File: src/rtl/mem_access_pkg.sv
// Shared definitions for the MEM-stage load/store unit: memop encoding,
// FSM state encoding, wait-counter sizing and small decode helpers.
package mem_access_pkg;

    typedef enum logic [3:0] {
        OP_NONE = 4'd0,
        OP_LB   = 4'd1,
        OP_LBU  = 4'd2,
        OP_LH   = 4'd3,
        OP_LHU  = 4'd4,
        OP_LW   = 4'd5,
        OP_SB   = 4'd6,
        OP_SH   = 4'd7,
        OP_SW   = 4'd8
    } memop_e;

    typedef enum logic [1:0] {
        IDLE = 2'd0,
        BUS  = 2'd1,
        DONE = 2'd2
    } state_e;

    localparam int TIMEOUT_DEFAULT = 255;
    localparam int CNT_W           = 8;

    function automatic logic is_load(input logic [3:0] op);
        return (op >= OP_LB) && (op <= OP_LW);
    endfunction

    function automatic logic is_store(input logic [3:0] op);
        return (op >= OP_SB) && (op <= OP_SW);
    endfunction

    // Encodings 9..15 are not memory ops, so they count as aligned here.
    function automatic logic is_aligned(input logic [3:0] op, input logic [1:0] addr_lo);
        logic ok;
        ok = 1'b1;
        case (op)
            OP_LH, OP_LHU, OP_SH: ok = ~addr_lo[0];
            OP_LW, OP_SW:         ok = (addr_lo == 2'b00);
            default:              ok = 1'b1;
        endcase
        return ok;
    endfunction

endpackage

File: src/rtl/mem_format.sv
// Combinational data steering for mem_access: extracts and extends load data
// from the addressed lane, and builds byte enables and replicated store data.
module mem_format
    import mem_access_pkg::*;
(
    input  logic [3:0]  memop,
    input  logic [1:0]  addr_lo,
    input  logic [31:0] rdata,
    input  logic [31:0] sdata,
    output logic [31:0] load_data,
    output logic [3:0]  be,
    output logic [31:0] store_data
);

    logic [7:0]  lane_byte;
    logic [15:0] lane_half;

    always_comb begin
        lane_byte = rdata[7:0];
        case (addr_lo)
            2'd0:    lane_byte = rdata[7:0];
            2'd1:    lane_byte = rdata[15:8];
            2'd2:    lane_byte = rdata[23:16];
            default: lane_byte = rdata[31:24];
        endcase
        lane_half = addr_lo[1] ? rdata[31:16] : rdata[15:0];

        load_data = rdata;
        case (memop)
            OP_LB:   load_data = {{24{lane_byte[7]}}, lane_byte};
            OP_LBU:  load_data = {24'd0, lane_byte};
            OP_LH:   load_data = {{16{lane_half[15]}}, lane_half};
            OP_LHU:  load_data = {16'd0, lane_half};
            default: load_data = rdata;
        endcase
    end

    // Loads drive the same lane mask as the equivalent store size.
    always_comb begin
        be         = 4'b0000;
        store_data = sdata;
        case (memop)
            OP_LB, OP_LBU, OP_SB: begin
                be         = 4'b0001 << addr_lo;
                store_data = {4{sdata[7:0]}};
            end
            OP_LH, OP_LHU, OP_SH: begin
                be         = addr_lo[1] ? 4'b1100 : 4'b0011;
                store_data = {2{sdata[15:0]}};
            end
            OP_LW, OP_SW: begin
                be         = 4'b1111;
                store_data = sdata;
            end
            default: begin
                be         = 4'b0000;
                store_data = sdata;
            end
        endcase
    end

endmodule

File: src/rtl/mem_access.sv
// MEM pipeline stage: passes non-memory results straight through and runs a
// single bus transaction per load/store, stalling the pipe until it completes.
module mem_access
    import mem_access_pkg::*;
#(
    parameter int TIMEOUT = TIMEOUT_DEFAULT
) (
    input  logic        clk,
    input  logic        rst,
    input  logic        stall,
    input  logic [31:0] in_wdata,
    input  logic [4:0]  in_waddr,
    input  logic        in_we,
    input  logic [3:0]  in_memop,
    input  logic [31:0] in_sdata,
    output logic [31:0] wb_wdata,
    output logic [4:0]  wb_waddr,
    output logic        wb_we,
    output logic        stall_req,
    output logic        addr_err,
    output logic        bus_req,
    output logic        bus_we,
    output logic [31:0] bus_addr,
    output logic [3:0]  bus_be,
    output logic [31:0] bus_wdata,
    input  logic [31:0] bus_rdata,
    input  logic        bus_ack
);

    localparam logic [CNT_W-1:0] TIMEOUT_CNT = CNT_W'(TIMEOUT);

    state_e           state;
    logic [CNT_W-1:0] wait_cnt;
    logic [CNT_W-1:0] cnt_inc;
    logic [31:0]      data_q;
    logic             timed_out_q;

    logic [31:0] fmt_load;
    logic [31:0] fmt_wdata;
    logic [3:0]  fmt_be;

    logic op_load;
    logic op_store;
    logic op_mem;
    logic op_aligned;
    logic start_bus;
    logic misaligned;
    logic timeout_hit;

    mem_format u_format (
        .memop      (in_memop),
        .addr_lo    (in_wdata[1:0]),
        .rdata      (bus_rdata),
        .sdata      (in_sdata),
        .load_data  (fmt_load),
        .be         (fmt_be),
        .store_data (fmt_wdata)
    );

    assign op_load    = is_load(in_memop);
    assign op_store   = is_store(in_memop);
    assign op_mem     = op_load | op_store;
    assign op_aligned = is_aligned(in_memop, in_wdata[1:0]);
    assign start_bus  = (state == IDLE) && op_mem && op_aligned;
    assign misaligned = (state == IDLE) && op_mem && !op_aligned;

    // Saturating increment: the counter must never wrap back to zero.
    assign cnt_inc     = (wait_cnt == {CNT_W{1'b1}}) ? wait_cnt : wait_cnt + 1'b1;
    assign timeout_hit = (cnt_inc == TIMEOUT_CNT);

    // A stalled misaligned op stays in IDLE, so the error is flagged only
    // on the cycle it leaves the stage to keep it a single pulse.
    always_ff @(posedge clk) begin
        if (rst) begin
            state       <= IDLE;
            wait_cnt    <= '0;
            data_q      <= '0;
            timed_out_q <= 1'b0;
            addr_err    <= 1'b0;
            bus_req     <= 1'b0;
            bus_we      <= 1'b0;
            bus_be      <= 4'b0000;
            bus_addr    <= '0;
            bus_wdata   <= '0;
        end else begin
            addr_err <= 1'b0;
            case (state)
                IDLE: begin
                    if (start_bus) begin
                        state       <= BUS;
                        wait_cnt    <= '0;
                        timed_out_q <= 1'b0;
                        bus_req     <= 1'b1;
                        bus_we      <= op_store;
                        bus_be      <= fmt_be;
                        bus_addr    <= {in_wdata[31:2], 2'b00};
                        bus_wdata   <= fmt_wdata;
                    end else if (misaligned && !stall) begin
                        addr_err <= 1'b1;
                    end
                end
                BUS: begin
                    wait_cnt <= cnt_inc;
                    if (bus_ack) begin
                        state   <= DONE;
                        data_q  <= op_load ? fmt_load : 32'd0;
                        bus_req <= 1'b0;
                        bus_we  <= 1'b0;
                        bus_be  <= 4'b0000;
                    end else if (timeout_hit) begin
                        state       <= DONE;
                        data_q      <= 32'd0;
                        timed_out_q <= 1'b1;
                        addr_err    <= 1'b1;
                        bus_req     <= 1'b0;
                        bus_we      <= 1'b0;
                        bus_be      <= 4'b0000;
                    end
                end
                DONE: begin
                    if (!stall) begin
                        state <= IDLE;
                    end
                end
                default: state <= IDLE;
            endcase
        end
    end

    // Writeback mux: pass-through in IDLE, suppressed while the bus is busy,
    // captured load data in DONE.
    always_comb begin
        stall_req = 1'b0;
        wb_wdata  = in_wdata;
        wb_waddr  = in_waddr;
        wb_we     = 1'b0;
        if (!rst) begin
            case (state)
                IDLE: begin
                    stall_req = start_bus;
                    wb_we     = op_mem ? 1'b0 : in_we;
                end
                BUS: begin
                    stall_req = 1'b1;
                end
                DONE: begin
                    wb_wdata = data_q;
                    wb_we    = op_load && in_we && !timed_out_q;
                end
                default: begin
                    stall_req = 1'b0;
                end
            endcase
        end
    end

endmodule
File: config.mk
export PLATFORM = sky130hd
export DESIGN_NAME = mem_access
export DESIGN_NICKNAME = d
export VERILOG_FILES = /design/src/rtl/mem_access_pkg.sv /design/src/rtl/mem_format.sv /design/src/rtl/mem_access.sv
export SDC_FILE = /design/constraint.sdc
export NUM_CORES = 1
export LEC_CHECK = 0
export CAP_MARGIN = 20
export CORE_ASPECT_RATIO = 0.7
export CORE_MARGIN = 2
export CORE_UTILIZATION = 41
export CTS_CLUSTER_DIAMETER = 80
export DETAILED_ROUTE_END_ITERATION = 16
export GPL_TIMING_DRIVEN = 1
export HOLD_SLACK_MARGIN = 0.02
export PLACE_DENSITY = 0.83
export RECOVER_POWER = 50
export SKIP_CTS_REPAIR_TIMING = 1
export SYNTH_ARGS = -nofsm -noshare
export SYNTH_HDL_FRONTEND = slang
export SYNTH_HIERARCHICAL = 1
export SYNTH_SLANG_ARGS = --single-unit
export TNS_END_PERCENT = 50
File: constraint.sdc
create_clock -name clk -period 2.44 [get_ports clk]
set_input_delay 0.488 -clock clk [delete_from_list [all_inputs] [get_ports clk]]
set_output_delay 0.488 -clock clk [all_outputs]
set_load 0.02 [all_outputs]
==> Word-level counts from Yosys, hierarchy flattened <==
Index checks and enable logic that the tools add are counted.
{ "totals": {"elab_cells": 105, "regBits": 112} }
{ "op_classes": {"n_addsub": 1, "n_shift": 1, "n_bitwise": 2, "n_mux": 44, "reduce_logical": 24, "magnitude_cmp": 4, "n_eq_ne": 19} }
{ "ops": {"columns": ["operator", "n"], "rows": [
  ["$mux W32", 5],
  ["$pmux W32 S4", 1],
  ["$pmux W32 S2", 1],
  ["$pmux W8 S3", 1],
  ["$eq A4 B3 Y1 const B", 4],
  ["$eq A8 B8 Y1 const B", 2],
  ["$mux W16", 1],
  ["$mux W4", 4],
  ["$mux W8", 2],
  ["$pmux W8 S2", 1],
  ["$mux W1", 14],
  ["$pmux W1 S2", 7],
  ["$pmux W4 S3", 1],
  ["$add A8 B1 Y8 const B", 1],
  ["$eq A4 B2 Y1 const B", 2],
  ["$logic_and A1 B1 Y1", 8],
  ["$mux W2", 4],
  ["$ne A2 B2 Y1 const B", 4],
  ["$pmux W4 S2", 1],
  ["$pmux W2 S3", 1],
  ["$reduce_and A2 Y1", 3],
  ["$reduce_and A3 Y1", 2],
  ["$reduce_or A3 Y1", 2],
  ["$eq A2 B1 Y1 const B", 2],
  ["16 further kinds", 21]
]} }

==> Longest topological paths before layout <==
Gate-level depths: netlist of the first run.
{ "depth": {"word_depth": 9, "ltp_mapped": 8, "ltp_nobuf": 6} }

==> Modules after synthesis <==
Netlist of the first run, hierarchy kept.
{ "by_module_without_submodules": {"columns": ["module", "instances", "area_per_inst_um2", "seq_area_each_um2", "cells_each"], "rows": [
  ["mem_access", 1, 4808.4, 2242.2, 535],
  ["mem_format", 1, 1332.5, 0.0, 154]
]} }

==> Worst setup path before layout of the first run <==
OpenSTA, ideal clock, no wires.
{ "synth_timing": {"kind": "input port to output port", "from": "in in_memop[1]", "to": "out stall_req", "arrival_ns": 2.211, "cell_stages": 7, "slack_ns": -0.259, "path_cell_list": "buf_2 -> nor3_2 -> xnor2_1 -> or3_1 -> clkbuf_1 -> o21ai_0 -> nor3b_1"} }
{ "synth_between": {"elab_chain_cells": 7, "elab_cells_between_ends": 19} }
{ "synth_lines": {"columns": ["item", "line", "text"], "rows": [
  ["from (decl)", "mem_access.sv:14", "input logic [3:0] in_memop,"],
  ["$ge A4 B1 Y1 (tied with other cells)", "mem_access_pkg.sv:27", "return (op >= OP_LB) && (op <= OP_LW);"],
  ["$logic_and A1 B1 Y1, on equally long branches", "mem_access_pkg.sv:27, mem_access_pkg.sv:31", null],
  ["$or A1 B1 Y1", "mem_access.sv:62", "assign op_mem = op_load | op_store;"],
  ["$logic_and A1 B1 Y1", "mem_access.sv:64", "assign start_bus = (state == IDLE) && op_mem && op_aligned;"],
  ["$logic_and A1 B1 Y1 (*)", "mem_access.sv:64", null],
  ["$pmux W1 S2 (*)", "mem_access.sv:138", "case (state)"],
  ["$mux W1 (*)", "mem_access.sv:137", "if (!rst) begin"],
  ["to (decl)", "mem_access.sv:19", "output logic stall_req,"]
]} }
Every way passes the cells marked *; elsewhere a longest branch is shown, timed or not.

==> Worst setup path in the final report of the first run <==
{ "layout_timing": {"from": "reg state[0]", "to": "out wb_wdata[17]"} }
{ "layout_between": {"elab_chain_cells": 3} }
{ "layout_lines": {"columns": ["item", "line", "text"], "rows": [
  ["from (decl)", "mem_access.sv:32", "state_e state;"],
  ["from (signal assigned)", "mem_access.sv:75", "state <= IDLE;"],
  ["from (signal assigned)", "mem_access.sv:90", "state <= BUS;"],
  ["from (signal assigned)", "mem_access.sv:105", "state <= DONE;"],
  ["$eq A2 B2 Y1", "mem_access.sv:138", null],
  ["$mux W32", "mem_access.sv:138", null],
  ["$mux W32", "mem_access.sv:137", null],
  ["to (decl)", "mem_access.sv:16", "output logic [31:0] wb_wdata,"]
]} }
No other way between the ends.

==> impl_metrics.json, run 1 <==
{
  "status": "complete, no violations",
  "gp_congestion": 0.876,
  "drcViolationCount": 0,
  "crit_arrival_ns": 1.92,
  "clock_latency_ns": 0.35,
  "num_rows": 37,
  "crit_chain": "nor2_1 -> and2_4 -> clkbuf_16 -> mux2_2 -> dlymetal6s2s_1",
  "ys_seq_area_frac": 0.365,
  "pre_cts_ws_ns": -0.877,
  "path_max_fanout": 16,
  "cp.buffers_inverters": 2,
  "synth.distinct_cells": 68,
  "num-fill-cells": 1223,
  "hold_viol": 0,
  "async_reset_ff_frac": 0,
  "max_slew_margin": 0.356,
  "cts_root_buf": "clkbuf_16",
  "yosysMostFrequentCell": "dfxtp_1",
  "yosysTopAreaCell": "dfxtp_1",
  "wire_per_inst_um": 19.8,
  "grt.busiest_layer": "met2",
  "tightest_slew_ns": 0.966,
  "grt-ovfl-total": 0,
  "drt.antenna.violating_nets": 0,
  "reg2regPathDepth": 7,
  "crit_required_ns": 1.95,
  "yosysTopAreaCellShare": 0.365,
  "clockBufferDepth": 2,
  "drive_gt1_frac": 0.178,
  "critical_path.top_delay_family": "simple AND/OR/NAND/NOR gates",
  "grt_use_total": 0.258,
  "yosys-top-cells-area": "dfxtp_1, mux2_2, a21oi_1, o21ai_0, a22o_1",
  "cp_num_cells": 5,
  "coreArea_um2": 14700,
  "cp-start-kind": "register",
  "synth-edff-count": 0,
  "path_clk_slew_ns": 0.07,
  "ys.flop_type": "dfxtp_1",
  "synthCells": 689,
  "power_frac_comb": 0.289,
  "netSwitchingFraction": 0.310,
  "cts_tree": "built",
  "hp-class": "reg2reg",
  "setup_viol": 0,
  "powerDensity_nw_per_um2": 551,
  "vias": 6341,
  "critical-path-max-stage-delay_ns": 0.35,
  "drt_wl_total_um": 21400,
  "layout.nets": 994,
  "min_path_cells": 2,
  "min_to": "bus_wdata[14]",
  "whs_ns": 0.471,
  "netlist_area_um2": 6140,
  "grt_max_degree": 84,
  "antenna_found_initial": 0,
  "finalCriticalPeriod_ns": 2.41,
  "yosys_warnings": 6,
  "finalMaxSlewViolations": 0,
  "synth-seq-cells": 112,
  "clock_skew_ns": 0.00933,
  "grtUsageMet1": 0.362,
  "max_freq_ghz": 0.416,
  "h-tree-depth": 3,
  "cts.sinks": 112,
  "met3_usage": 0.0871,
  "die_y_um": 106,
  "fin_ws_ns": 0.0337,
  "grt_pass1_wl_um": 32700,
  "portBuffers": 207,
  "reg2reg_from": "wait_cnt[1]",
  "die-area_um2": 16000,
  "antenna_cells": 0,
  "grt_pass1_vias": 5960,
  "synth_top_cells_by_count": "dfxtp_1, a21oi_1, o21ai_0",
  "pwr-share-seq": 0.400,
  "critPathKind": "reg2out",
  "io-pin-count": 220,
  "ff2ff_setup_slack_ns": 0.10,
  "drt_first_iter_violations": 585,
  "maxCapViolCount": 0,
  "critPathSlowestCell": "dfxtp_1",
  "endpoint_kind": "output port",
  "vias_per_cell": 5.86,
  "die_x_um": 150,
  "synth.avg_cell_area_um2": 8.91,
  "fin_crit_sh": 0.986,
  "vdd_ir_drop_max_v": 0.000370,
  "area.growth.synth_to_final_pct": 46.9,
  "p_clk_frac": 0.311,
  "start_util": 0.418,
  "p_total_mw": 4.97,
  "r2r_end": "data_q[28]",
  "p_int_mw": 3.43,
  "met2_usage": 0.380,
  "holdCritStartpoint": "bus_wdata[14]",
  "hpwl_um": 14700,
  "drt_first_pass_iters": 7,
  "p_leak_nw": 3.89,
  "p_sw_mw": 1.54,
  "cts_buffers": 9
}
routing by layer:
layer | vias up | wire length (µm)
met5 | - | 0
met4 | 0 | 410
met3 | 32 | 2070
met2 | 313 | 9430
met1 | 3025 | 9490
li1 | 2971 | -
tightest hold or removal path: stages (launching register included):
cell and delay, ns:
dfxtp_1 0.30, o21ai_0 0.06, a21oi_1 0.06
logic make-up (layout without fill, tap and decap cells):
logic type,count (synthesis),in the layout,share of synthesized area
AOI/OAI and AO/OA,267,267,0.279
and+or+nand+nor,154,154,0.142
DFF,112,112,0.365
buffers and inverters,85,283,0.0719
muxes,67,67,0.137
xor gates and xnor gates,2,2,0.00285
adders and majority gates,1,1,0.00204
other,1,2,0.000611
worst max path at each step:
stage,from,end
floorplan,in_memop[1],stall_req
global placement,in_memop[1],stall_req
detailed placement,in_memop[1],stall_req
CTS,in_memop[3],stall_req
global route,state[0],wb_wdata[5]
finish,state[0],wb_wdata[17]
layout make-up:
type	instances	area, µm²	share of cell area
timing repair buffer	264	2710	0.301
inverter	3	11.3	0.00125
clock buffer	10	229	0.0254
tap	195	244	0.0270
sequential	112	2240	0.249
multi-input combinational	493	3510	0.389
clock inverter	6	73.8	0.00818
stage by stage:
stage / util / setup TNS (ns) / instances / cell area [µm²]
floorplan: - / 0 / 690 / 6160
global placement: 0.584 / -42.41 / 1065 / 8570
detailed placement: 0.584 / -51.82 / 1065 / 8570
CTS: 0.605 / -17.46 / 1081 / 8870
global route: 0.615 / -0.0913 / 1083 / 9020
finish: 0.615 / 0 / 1083 / 9020
flip-flops by register name, summed over array words and instances, names as in the netlist, 2 cells and up:
name	count
bus_wdata	32
data_q	32
bus_addr	30
wait_cnt	8
bus_be	4
state	2
cell usage in the layout (no fill, tap or decap), types with 3 or more instances in the layout:
cell type | Yosys | routed
mux2i_1 | 11 | 11
a21o_1 | 26 | 26
buf_12 | 0 | 10
nor3_1 | 8 | 7
a31o_2 | 5 | 5
a221o_1 | 6 | 6
and3_1 | 3 | 3
nor4b_1 | 7 | 7
clkdlybuf4s50_1 | 0 | 97
o21ai_0 | 79 | 77
dfxtp_1 | 112 | 112
dlymetal6s2s_1 | 0 | 36
nand3_1 | 68 | 68
a21oi_1 | 82 | 82
dlygate4sd3_1 | 0 | 69
nand2_1 | 15 | 15
nor2b_1 | 3 | 3
nor4_1 | 4 | 3
o211ai_1 | 4 | 4
inv_6 | 0 | 4
mux2_2 | 46 | 46
a31oi_1 | 3 | 3
buf_4 | 17 | 45
inv_1 | 3 | 3
clkbuf_16 | 0 | 10
nand2b_1 | 6 | 6
a22o_1 | 41 | 41
and2_1 | 9 | 8
nor2_1 | 9 | 9
mux4_2 | 8 | 8
power groups by stage:
| stage | Sequential, mW | Clock (mW) | Combinational, mW |
|---|---|---|---|
| final | 1.99 | 1.55 | 1.44 |
| after global routing | 2.00 | 1.64 | 1.53 |
| after CTS | 1.99 | 1.58 | 1.45 |
| after detailed placement | 2.04 | 0 | 1.45 |
| after global placement | 2.03 | 0 | 1.43 |
| after floorplan | 2.14 | 0 | 0.655 |
(Power assumes the default switching activity.)
==> inputs of run 2 (changes only) <==
- HOLD_SLACK_MARGIN: 0.02 -> default
==> results of run 2 <==
Same layout as run 1: the final DEF is identical, and so are final timing and power.
